[config.mk]
export PLATFORM = sky130hd
export DESIGN_NAME = packet_deserializer
export DESIGN_NICKNAME = d
export VERILOG_FILES = /design/src/rtl/packet_deserializer.sv
export SDC_FILE = /design/constraint.sdc
export NUM_CORES = 1
export LEC_CHECK = 0
export CELL_PAD_IN_SITES_DETAIL_PLACEMENT = 0
export CELL_PAD_IN_SITES_GLOBAL_PLACEMENT = 2
export CORE_ASPECT_RATIO = 1.2
export CORE_MARGIN = 2
export CORE_UTILIZATION = 39
export DETAILED_ROUTE_END_ITERATION = 10
export PLACE_DENSITY = 0.78
export SLEW_MARGIN = 10
export SYNTH_ARGS = -nofsm -noshare
export SYNTH_HDL_FRONTEND = slang
export SYNTH_SLANG_ARGS = --single-unit
[constraint.sdc]
create_clock -name clk -period 2.8 [get_ports clk]
set_input_delay 0.42 -clock clk [delete_from_list [all_inputs] [get_ports clk]]
set_output_delay 0.42 -clock clk [all_outputs]
set_load 0.01 [all_outputs]
[src/rtl/packet_deserializer.sv]
// Receive-side packet deserializer: hunts for a sync word in the recovered bit
// stream, shifts in one MSB-first packet and offers it on a valid/ready handshake.
module packet_deserializer #(
  parameter int                   PACKET_SIZE = 32,
  parameter int                   SYNC_SIZE   = 8,
  parameter logic [SYNC_SIZE-1:0] SYNC_WORD   = 8'hA7,
  parameter int                   GAP_TIMEOUT = 64
) (
  input  logic                   clk,
  input  logic                   rst_n,
  input  logic                   bit_in,
  input  logic                   bit_valid,
  input  logic                   packet_ready,
  output logic [PACKET_SIZE-1:0] packet_out,
  output logic                   packet_valid,
  output logic                   sync_locked,
  output logic                   overrun,
  output logic                   frame_abort
);

  // state   | meaning
  // HUNT    | shifting bits through the sync register looking for SYNC_WORD
  // COLLECT | locked; shifting payload bits into the packet register
  typedef enum logic {HUNT, COLLECT} state_t;

  localparam int CW      = $clog2(PACKET_SIZE + 1);
  localparam int GW      = (GAP_TIMEOUT > 0) ? $clog2(GAP_TIMEOUT + 1) : 1;
  localparam int SHW     = (SYNC_SIZE > 1) ? SYNC_SIZE - 1 : 1;
  localparam logic [CW-1:0] LAST_BIT  = CW'(PACKET_SIZE - 1);
  localparam logic [GW-1:0] GAP_LIMIT = GW'(GAP_TIMEOUT);

  state_t                 state;
  logic [SHW-1:0]         sync_hist;
  logic [PACKET_SIZE-2:0] pkt_hist;
  logic [CW-1:0]          bit_count;
  logic [GW-1:0]          gap_count;

  logic [SYNC_SIZE-1:0]   sync_next;
  logic [PACKET_SIZE-1:0] pkt_next;
  logic                   timeout_hit;

  // Only the older SYNC_SIZE-1 (PACKET_SIZE-1) bits are stored; the newest bit
  // is appended combinationally so a match/completion happens on its own edge.
  assign sync_next   = SYNC_SIZE'({sync_hist, bit_in});
  assign pkt_next    = {pkt_hist, bit_in};
  assign timeout_hit = (GAP_TIMEOUT != 0) && (gap_count == GAP_LIMIT);

  always_ff @(posedge clk or negedge rst_n) begin
    if (!rst_n) begin
      state        <= HUNT;
      sync_hist    <= '0;
      pkt_hist     <= '0;
      bit_count    <= '0;
      gap_count    <= '0;
      packet_out   <= '0;
      packet_valid <= 1'b0;
      sync_locked  <= 1'b0;
      overrun      <= 1'b0;
      frame_abort  <= 1'b0;
    end else begin
      overrun     <= 1'b0;
      frame_abort <= 1'b0;
      if (packet_valid && packet_ready) packet_valid <= 1'b0;

      case (state)
        HUNT: begin
          if (bit_valid) begin
            sync_hist <= sync_next[SHW-1:0];
            if (sync_next == SYNC_WORD) begin
              state       <= COLLECT;
              sync_locked <= 1'b1;
              bit_count   <= '0;
              gap_count   <= '0;
            end
          end
        end

        COLLECT: begin
          // A stalled frame is abandoned even if a strobe arrives on this edge.
          if (timeout_hit) begin
            state       <= HUNT;
            sync_locked <= 1'b0;
            sync_hist   <= '0;
            bit_count   <= '0;
            gap_count   <= '0;
            frame_abort <= 1'b1;
          end else if (bit_valid) begin
            pkt_hist  <= pkt_next[PACKET_SIZE-2:0];
            gap_count <= '0;
            if (bit_count == LAST_BIT) begin
              state       <= HUNT;
              sync_locked <= 1'b0;
              sync_hist   <= '0;
              bit_count   <= '0;
              if (!packet_valid || packet_ready) begin
                packet_out   <= pkt_next;
                packet_valid <= 1'b1;
              end else begin
                overrun <= 1'b1;
              end
            end else begin
              bit_count <= bit_count + 1'b1;
            end
          end else begin
            gap_count <= gap_count + 1'b1;
          end
        end

        default: state <= HUNT;
      endcase
    end
  end

endmodule

## Word level (Yosys, flattened, before mapping)

Cells that the tools add are included.

- Word-level logic and storage cells: 71
- Output and inout bits: 36
- Input port bits: 5
- Bits in registers: 88

- Add/subtract/negate cells: 2
- Muxes and demuxes: 41
- Reduce and logical (&&, ||, !) cells: 9
- Equality and inequality tests: 7
- Bitwise operators: 2

Operator list:

| operator | number |
|---|---|
| $mux 7 | 8 |
| $mux 6 | 5 |
| $pmux 7 s2 | 2 |
| $mux 1 | 23 |
| $pmux 6 s2 | 1 |
| $reduce_and 3->1 | 3 |
| $eq 8x8->1 const B | 1 |
| $add 7x1->7 const B | 1 |
| $eq 7x7->1 const B | 1 |
| $add 6x1->6 const B | 1 |
| $eq 6x5->1 const B | 1 |
| $reduce_and 5->1 | 1 |
| $ne 2x2->1 const B | 2 |
| $pmux 1 s2 | 2 |
| $reduce_and 4->1 | 1 |
| $ne 3x1->1 const B | 1 |
| $ne 3x2->1 const B | 1 |
| $not 1->1 | 2 |
| $reduce_and 2->1 | 1 |
| $logic_and 1x1->1 | 1 |
| $logic_not 1->1 | 1 |
| $logic_or 1x1->1 | 1 |

## Logic depth before layout (Yosys ltp)

- Word-level depth: 7
- Mapped depth: 8
- Gate-level depth less buffers: 6

## Worst setup path after synthesis

OpenSTA, ideal clock, no wires.

- Path type: flip-flop to flip-flop
- From: register gap_count[0]
- To: register packet_out[0]
- Clock period less this slack: 2.116 ns
- Path buffers: 2
- Setup time: 0.125 ns
- Stages on the path, launching flop included: 9
- Required time: 2.675 ns
- Arrival: 1.991 ns
- Setup slack: 0.684 ns
- Cell sequence: dfrtp_1 inv_1 ha_1 nor4bb_2 a211o_1 buf_2 nor3b_4 buf_6 mux2_2

- Word-level cells in the longest chain between the ends: 3

RTL lines:

| item | line | text |
|---|---|---|
| start: declaration | 36 | `logic [GW-1:0] gap_count;` |
| start signal: assignment | 105 | `gap_count <= gap_count + 1'b1;` |
| $eq 7x7->1 | 46 | `assign timeout_hit = (GAP_TIMEOUT != 0) && (gap_count == GAP_LIMIT);` |
| $not 1->1 (no source line) | n/a |  |
| $reduce_and 5->1 (no source line) | n/a |  |
| end signal: assignment | 96 | `packet_out <= pkt_next;` |
| end: declaration | 14 | `output logic [PACKET_SIZE-1:0] packet_out,` |

Every way passes these cells.
A chain may end at the register's enable or synchronous reset.

## Final worst setup path

- From: register gap_count[0]
- To: register pkt_hist[4]

- Word-level cells in the longest chain between the ends: 3

RTL lines:

| item | line | text |
|---|---|---|
| $eq 7x7->1 | 46 |  |
| $not 1->1 (no source line) | n/a |  |
| $reduce_and 3->1 (no source line) | n/a |  |
| end signal: assignment | 88 | `pkt_hist <= pkt_next[PACKET_SIZE-2:0];` |
| end: declaration | 34 | `logic [PACKET_SIZE-2:0] pkt_hist;` |

Every way passes these cells.

==> results.cfg <==
[yosys]
ys_seq_area_share_pct = 61.28
synth_top_cell_by_area = dfrtp_1
synth_top_area_share_pct = 61.28
yosysWarnings = 0
synth-edff-count = 0
async_reset_ff_share_pct = 100.0
netlist_instances = 256
synth_area_per_cell_um2 = 14.04
syn-num-nets = 264
synth_area_leaders = dfrtp_1 61%, mux2_2 19%, and3_1 1.9%, a21o_1 1.9%, o21ai_0 1.4%
ys.flop_type = dfrtp_1
yosys_register_bits = 88
syn-cell-area_mm2 = 0.003593
yosys.cell_types.count = 35

[cts]
insertion_delay_ns = 0.36
cts_resized = 0
hold_buffers = 0
cts_root_buffer = clkbuf_8
cts.clk_slew.worst_paths_ns = 0.08
cts_tree = built
ctsLongestPathBuffers = 2
clock-sinks = 88
h-tree-depth = 3
numCtsBuffers = 9
cts_setup_buffers = 0

[critical_path]
startpoint_type = flop
worstSetupPathType = flop to flop
cp_data_arrival_time_ns = 2.55
r2r_cells = 6
required_ns = 3.04
worst-path-max-fanout = 33
endpoint_kind = flop

[routing]
drt_first_iter_violations = 54
drt_wl_total_um = 6231
drtAntennaViolNets = 0
dr_total_vias = 2162
drc_errors = 0
first_pass_iters = 4
avgViaCountPerCell = 5.075
routedWlPerCell_um = 14.63

[timing]
slew_headroom_pct = 35.55
maxSlewViolCount = 0
post-route-period-util_pct = 82.41
setup_viol = 0
rsz0062_at_grt = false
clock-skew-final_ns = 0.007214
tns_ns = 0
layout_min_cycle_time_ns = 2.307
max_freq_mhz = 433.4
tightest_slew_ns = 0.9542
hold_viol_final = 0

[global_routing]
grt_first_pass_wirelength_um = 10900
grt_max_degree = 44
grt-ovfl-total = 0
antenna_found_initial = 0
grt_pass1_vias = 2236
grt_usage_pct = 13.93

[final_layout]
mostFrequentLayoutCells = 88 x dfrtp_1, 62 x mux2_2, 39 x clkdlybuf4s50_1
nets = 309
final_common_cell = dfrtp_1
area_growth_pct = 19.95
final_cell_count_no_fill = 426
fillers = 822
diodes = 0
drive_gt1_share_pct = 27.78

[placement]
port_buffers = 40
dp_hpwl_um = 4129
place_congestion = 0.7230
place_inst = 410

[power]
power_density_mw_per_mm2 = 555.7
ir_worst_vdd_v = 0.0002422
power_w = 0.002395
power_leakage_nw = 2.099

[die]
core_region_area_mm2 = 0.008986
die-area_mm2 = 0.01000
io_pins = 41
die_h_um = 109.2
start_util_pct = 39.99
num_rows = 38
fp.dieW_um = 91.63

[worst_hold_path]
worstHoldPathType = primary input to async pin

[status]
run_status = finished clean

[run]
drv_cap = 0
## layer usage
| layer | vias up | global-route usage [%] | wire (µm) |
|---|---|---|---|
| li1 | 1017 | - | - |
| met1 | 1103 | 17.06 | 2944 |
| met2 | 30 | 22.90 | 2957 |
| met3 | 12 | 2.695 | 171 |
| met4 | 0 | 8.442 | 158 |
| met5 | - | 0 | 0 |
## flip-flops by register name, indices dropped and copies added (netlist names)
name	flops
pkt_hist	31
state	1
sync_locked	1
gap_count	7
packet_valid	1
packet_out	32
frame_abort	1
sync_hist	7
bit_count	6
overrun	1
## kinds of logic (layout without fill, tap and decap cells)
logic type | after synthesis | in the layout | synth area share, %
AND/OR/NAND/NOR | 42 | 42 | 7.347
adder cells (fa/ha/maj) | 3 | 3 | 1.045
flip-flops | 88 | 88 | 61.28
buffers and inverters | 19 | 69 | 2.820
multiplexers | 65 | 65 | 20.33
AO/OA/AOI/OAI | 39 | 39 | 7.173
## metrics by stage
step | utilization [%] | setup slack, ns | area, µm² | hold slack, ns
after CTS | 47.97 | 0.4499 | 4310 | 0.06108
after global routing | 47.97 | 0.2741 | 4310 | 0.07373
after global placement | 46.03 | 0.2780 | 4136 | 0.4546
final | 47.97 | 0.4925 | 4310 | 0.04909
after detailed placement | 46.03 | 0.3004 | 4136 | 0.4590
after floorplan | - | 0.6842 | 3593 | 0.1244
## cells in the mapped netlist, types with 2 or more instances
cell / n
ha_1: 3
o31ai_1: 2
a31oi_1: 3
buf_2: 6
o21ai_0: 10
and3_1: 11
inv_1: 7
a41oi_1: 2
nor2_1: 3
dfrtp_1: 88
nand3_1: 7
nand4_1: 3
nand2_1: 6
buf_6: 3
clkbuf_1: 3
a21o_1: 9
mux2_2: 62
a22o_1: 2
a21oi_1: 5
mux2_1: 2
nand4b_1: 2
nand2b_1: 3
o22ai_1: 2
## worst max-delay path, stage by stage, from the launching register on
cell      delay (ns)
dfrtp_1         0.41
inv_1           0.07
ha_1            0.13
nor4bb_2        0.51
a211o_1         0.28
buf_4           0.40
mux2_2          0.39
## path summary, 6_finish.rpt
| path | from | end | slack, ns |
|---|---|---|---|
| min | rst_n | pkt_hist[23]$_DFFE_PN0P_ | 0.05 |
| min reg2reg | sync_hist[6]$_DFFE_PN0P_ | sync_hist[6]$_DFFE_PN0P_ | 0.48 |
| min in group clk | sync_hist[6]$_DFFE_PN0P_ | sync_hist[6]$_DFFE_PN0P_ | 0.48 |
| max in group asynchronous | rst_n | bit_count[1]$_DFFE_PN0P_ | 2.11 |
| max | gap_count[0]$_DFFE_PN0P_ | pkt_hist[4]$_DFFE_PN0P_ | 0.49 |
| max reg2reg | gap_count[0]$_DFFE_PN0P_ | pkt_hist[4]$_DFFE_PN0P_ | 0.49 |
## area by class of cell
type,instances,area [µm²],share of cell area (%)
Clock buffer,12,145.1,3.367
Timing Repair Buffer,46,467.9,10.86
Clock inverter,4,28.78,0.6676
Multi-Input combinational cell,149,1290,29.93
Sequential cell,88,2202,51.09
Tap cell,120,150.1,3.483
Inverter,7,26.28,0.6096
## report_power, final
| group | total (W) | leakage [nW] | switching [W] | internal [W] |
|---|---|---|---|---|
| registers | 0.00139 | 1.20 | 0.0000575 | 0.00133 |
| clock network | 0.000797 | 0.0830 | 0.000448 | 0.000349 |
| logic | 0.000207 | 0.813 | 0.000108 | 0.0000991 |
| total | 0.00240 | 2.10 | 0.000613 | 0.00178 |
(Power assumes the default switching activity.)
==> patch, RTL diff (config.mk and constraints unchanged) <==
The parameter `SYNC_SIZE` goes from 8 to 16.
--- a/src/rtl/packet_deserializer.sv
+++ b/src/rtl/packet_deserializer.sv
@@ -2,7 +2,7 @@
 // stream, shifts in one MSB-first packet and offers it on a valid/ready handshake.
 module packet_deserializer #(
   parameter int                   PACKET_SIZE = 32,
-  parameter int                   SYNC_SIZE   = 8,
+  parameter int                   SYNC_SIZE   = 16,
   parameter logic [SYNC_SIZE-1:0] SYNC_WORD   = 8'hA7,
   parameter int                   GAP_TIMEOUT = 64
 ) (
Check against the original RTL: not equivalent (Yosys sat finds a counterexample within 10 cycles, from zero or initial values and one cycle with rst_n low).
==> patch against the unedited design <==
  * Worst setup slack improved by 120 ps
  * Die area grew 9.4%
  * Synthesized area increased by 9.7%
  * Total power increased by 24%
  * Clock power grew 63%
  * Wire length rose by 11%
  * Non-clock buffer count grew 2
  * Cell area grew 12%
  * Sequential cell count is 8 higher
  * Final cell count rose by 8.9%
==> patch: results (changes against the unedited design) <==
- The flow ran to the end, and the final reports show no timing, DRC or antenna violations.
- The clock latency reported for the late side of the worst-skew pair is 340 ps (-20 ps).
- The setup skew after layout is 7.34 ps (+0.128 ps).
- The clock slew at the register clock pins of the worst setup and hold paths is 60 ps (-20 ps).
- The unique cell type count in the Yosys netlist is 41 (+17%).
- The internal power is 0.00230 W (+29%).
- The via count of the first global-routing pass is 2394 (+7.1%).
- In the final layout, the registers with the most flip-flops are packet_out x32, pkt_hist x31, sync_hist x15.
- The share of synthesized area spent on multiplexers is 0.182 (-0.0209).
- The maximum vdd drop is 272 µV (+12%).
- The biggest cell delay along the critical path is 360 ps (-150 ps).
- The number of cells on the worst reg-to-reg path came to 7 (+1).
- The number of fillers in the final layout is 884 (+7.5%).
- The maximum number of pins on one net before global-route repair was 58 (+32%).
- The share of final-layout standard cells stronger than drive strength 1 is 0.180 (-0.0973).
- The detail-routed via count per cell is 5.20 (+2.4%).
- The global placer's final weighted congestion came to 0.740 (+2.4%).
- The dominant delay contributor by cell family on the critical path is buffers and inverters.
- The met1 usage in global routing is 0.195 (+0.0246).
- The critical-path maximum fanout is 20 (-39%).
- The mean cell area of the mapped netlist was 13.6 µm² (-2.8%).
- The static leakage power is 2.44 nW (+16%).
- The DRC marker count from the first detailed-route iteration was 71 (+31%).
- The slowest cell on the critical path is dfrtp_1.
- The half-perimeter wire length after detailed placement is 4600 µm (+11%).
- The post-layout instance count excluding filler cells is 464 (+8.9%).
- The post-synthesis net count came to 297 (+13%).
- The share of synthesized flip-flops with an asynchronous set or reset is 1.00 (unchanged).
- The adder-cell area share of the yosys netlist was 0.00952 (-0.000928).
- The routed length per instance is 14.9 µm (+1.7%).
- The met2 demand-to-capacity share in global routing came to 0.210 (-0.0187).
- The net count reported at finish is 341 (+10%).
- The global router's overall resource usage is 0.143 (+0.00359).
- The clock root buffer is clkbuf_16.
- The endpoint identified for the worst register-to-register timing path is pkt_hist[21]$_DFFE_PN0P_.
- The power attributed to combinational cells is 0.000169 W (-18%).
- The placed cell count is 448 (+9.3%).
- The synthesized-area fraction occupied by ao, oa, aoi and oai cells is 0.0879 (+0.0162).
- The met3 routing resource usage after global routing is 0.0290 (+0.00201).
- The commonest cells after synthesis are 96 x dfrtp_1, 33 x mux2_2, 30 x mux2_1.
- The arrival time at the worst endpoint is 2410 ps (-140 ps).
- The port buffer count is 40 (unchanged).
- The part of the total power dissipated in sequential elements is 0.503 (-0.078).
- The worst-case register-to-register setup slack came to 620 ps (+120 ps).
- The post-synthesis sequential area ratio is 0.609 (-0.00368).
- Yosys attributes the largest share of cell area to dfrtp_1 61%, mux2_2 9.4%, mux2_1 8.6%, a21o_1 2.9%, and3_1 2.7%.
- The H-tree level count came to 3 (unchanged).
- The xor/xnor share of the synthesized area was 0.00222 (+0.00222).
- The global-route wire length before repair is 12000 µm (+9.8%).
- The instance area at placement is 4500 µm² (+8.7%).
-- patch: worst max-delay path by stage --
| stage | start | end | slack [ps] | cells past startpoint |
|---|---|---|---|---|
| 2_1_floorplan | gap_count[0]$_DFFE_PN0P_ | packet_out[0]$_DFFE_PN0P_ | 740 | 8 |
| 6_report | gap_count[0]$_DFFE_PN0P_ | pkt_hist[21]$_DFFE_PN0P_ | 620 | 7 |
| 4_1_cts | gap_count[0]$_DFFE_PN0P_ | pkt_hist[24]$_DFFE_PN0P_ | 590 | 7 |
| 5_1_grt | gap_count[0]$_DFFE_PN0P_ | pkt_hist[17]$_DFFE_PN0P_ | 470 | 7 |
| 3_5_place_dp | bit_valid | pkt_hist[21]$_DFFE_PN0P_ | 550 | 6 |
| 3_3_place_gp | bit_valid | pkt_hist[21]$_DFFE_PN0P_ | 570 | 6 |
-- patch: final cells by class --
cell class / count / area, µm² / area share
Sequential cell: 96 / 2400 / 0.499
Timing Repair Buffer: 48 / 483 / 0.100
Clock buffer: 9 / 225 / 0.0467
Tap cell: 126 / 158 / 0.0327
Inverter: 8 / 30.0 / 0.00623
Clock inverter: 7 / 95.1 / 0.0197
Multi-Input combinational cell: 170 / 1430 / 0.296
-- patch: per-layer routing --
metal  up-vias  wire [µm]
li1       1134          -
met1      1229       3310
met2        37       3200
met3        12        218
met4         0        174
met5         -          0
-- patch: through the flow --
stage | utilization | hold WS (ps) | worst slack, ps | total power (W)
after floorplan | - | 124 | 737 | 0.00161
after global placement | 0.454 | 432 | 571 | 0.00168
after detailed placement | 0.454 | 435 | 549 | 0.00169
after CTS | 0.486 | 67.0 | 590 | 0.00300
after global routing | 0.486 | 84.8 | 475 | 0.00308
final | 0.486 | 52.0 | 615 | 0.00296
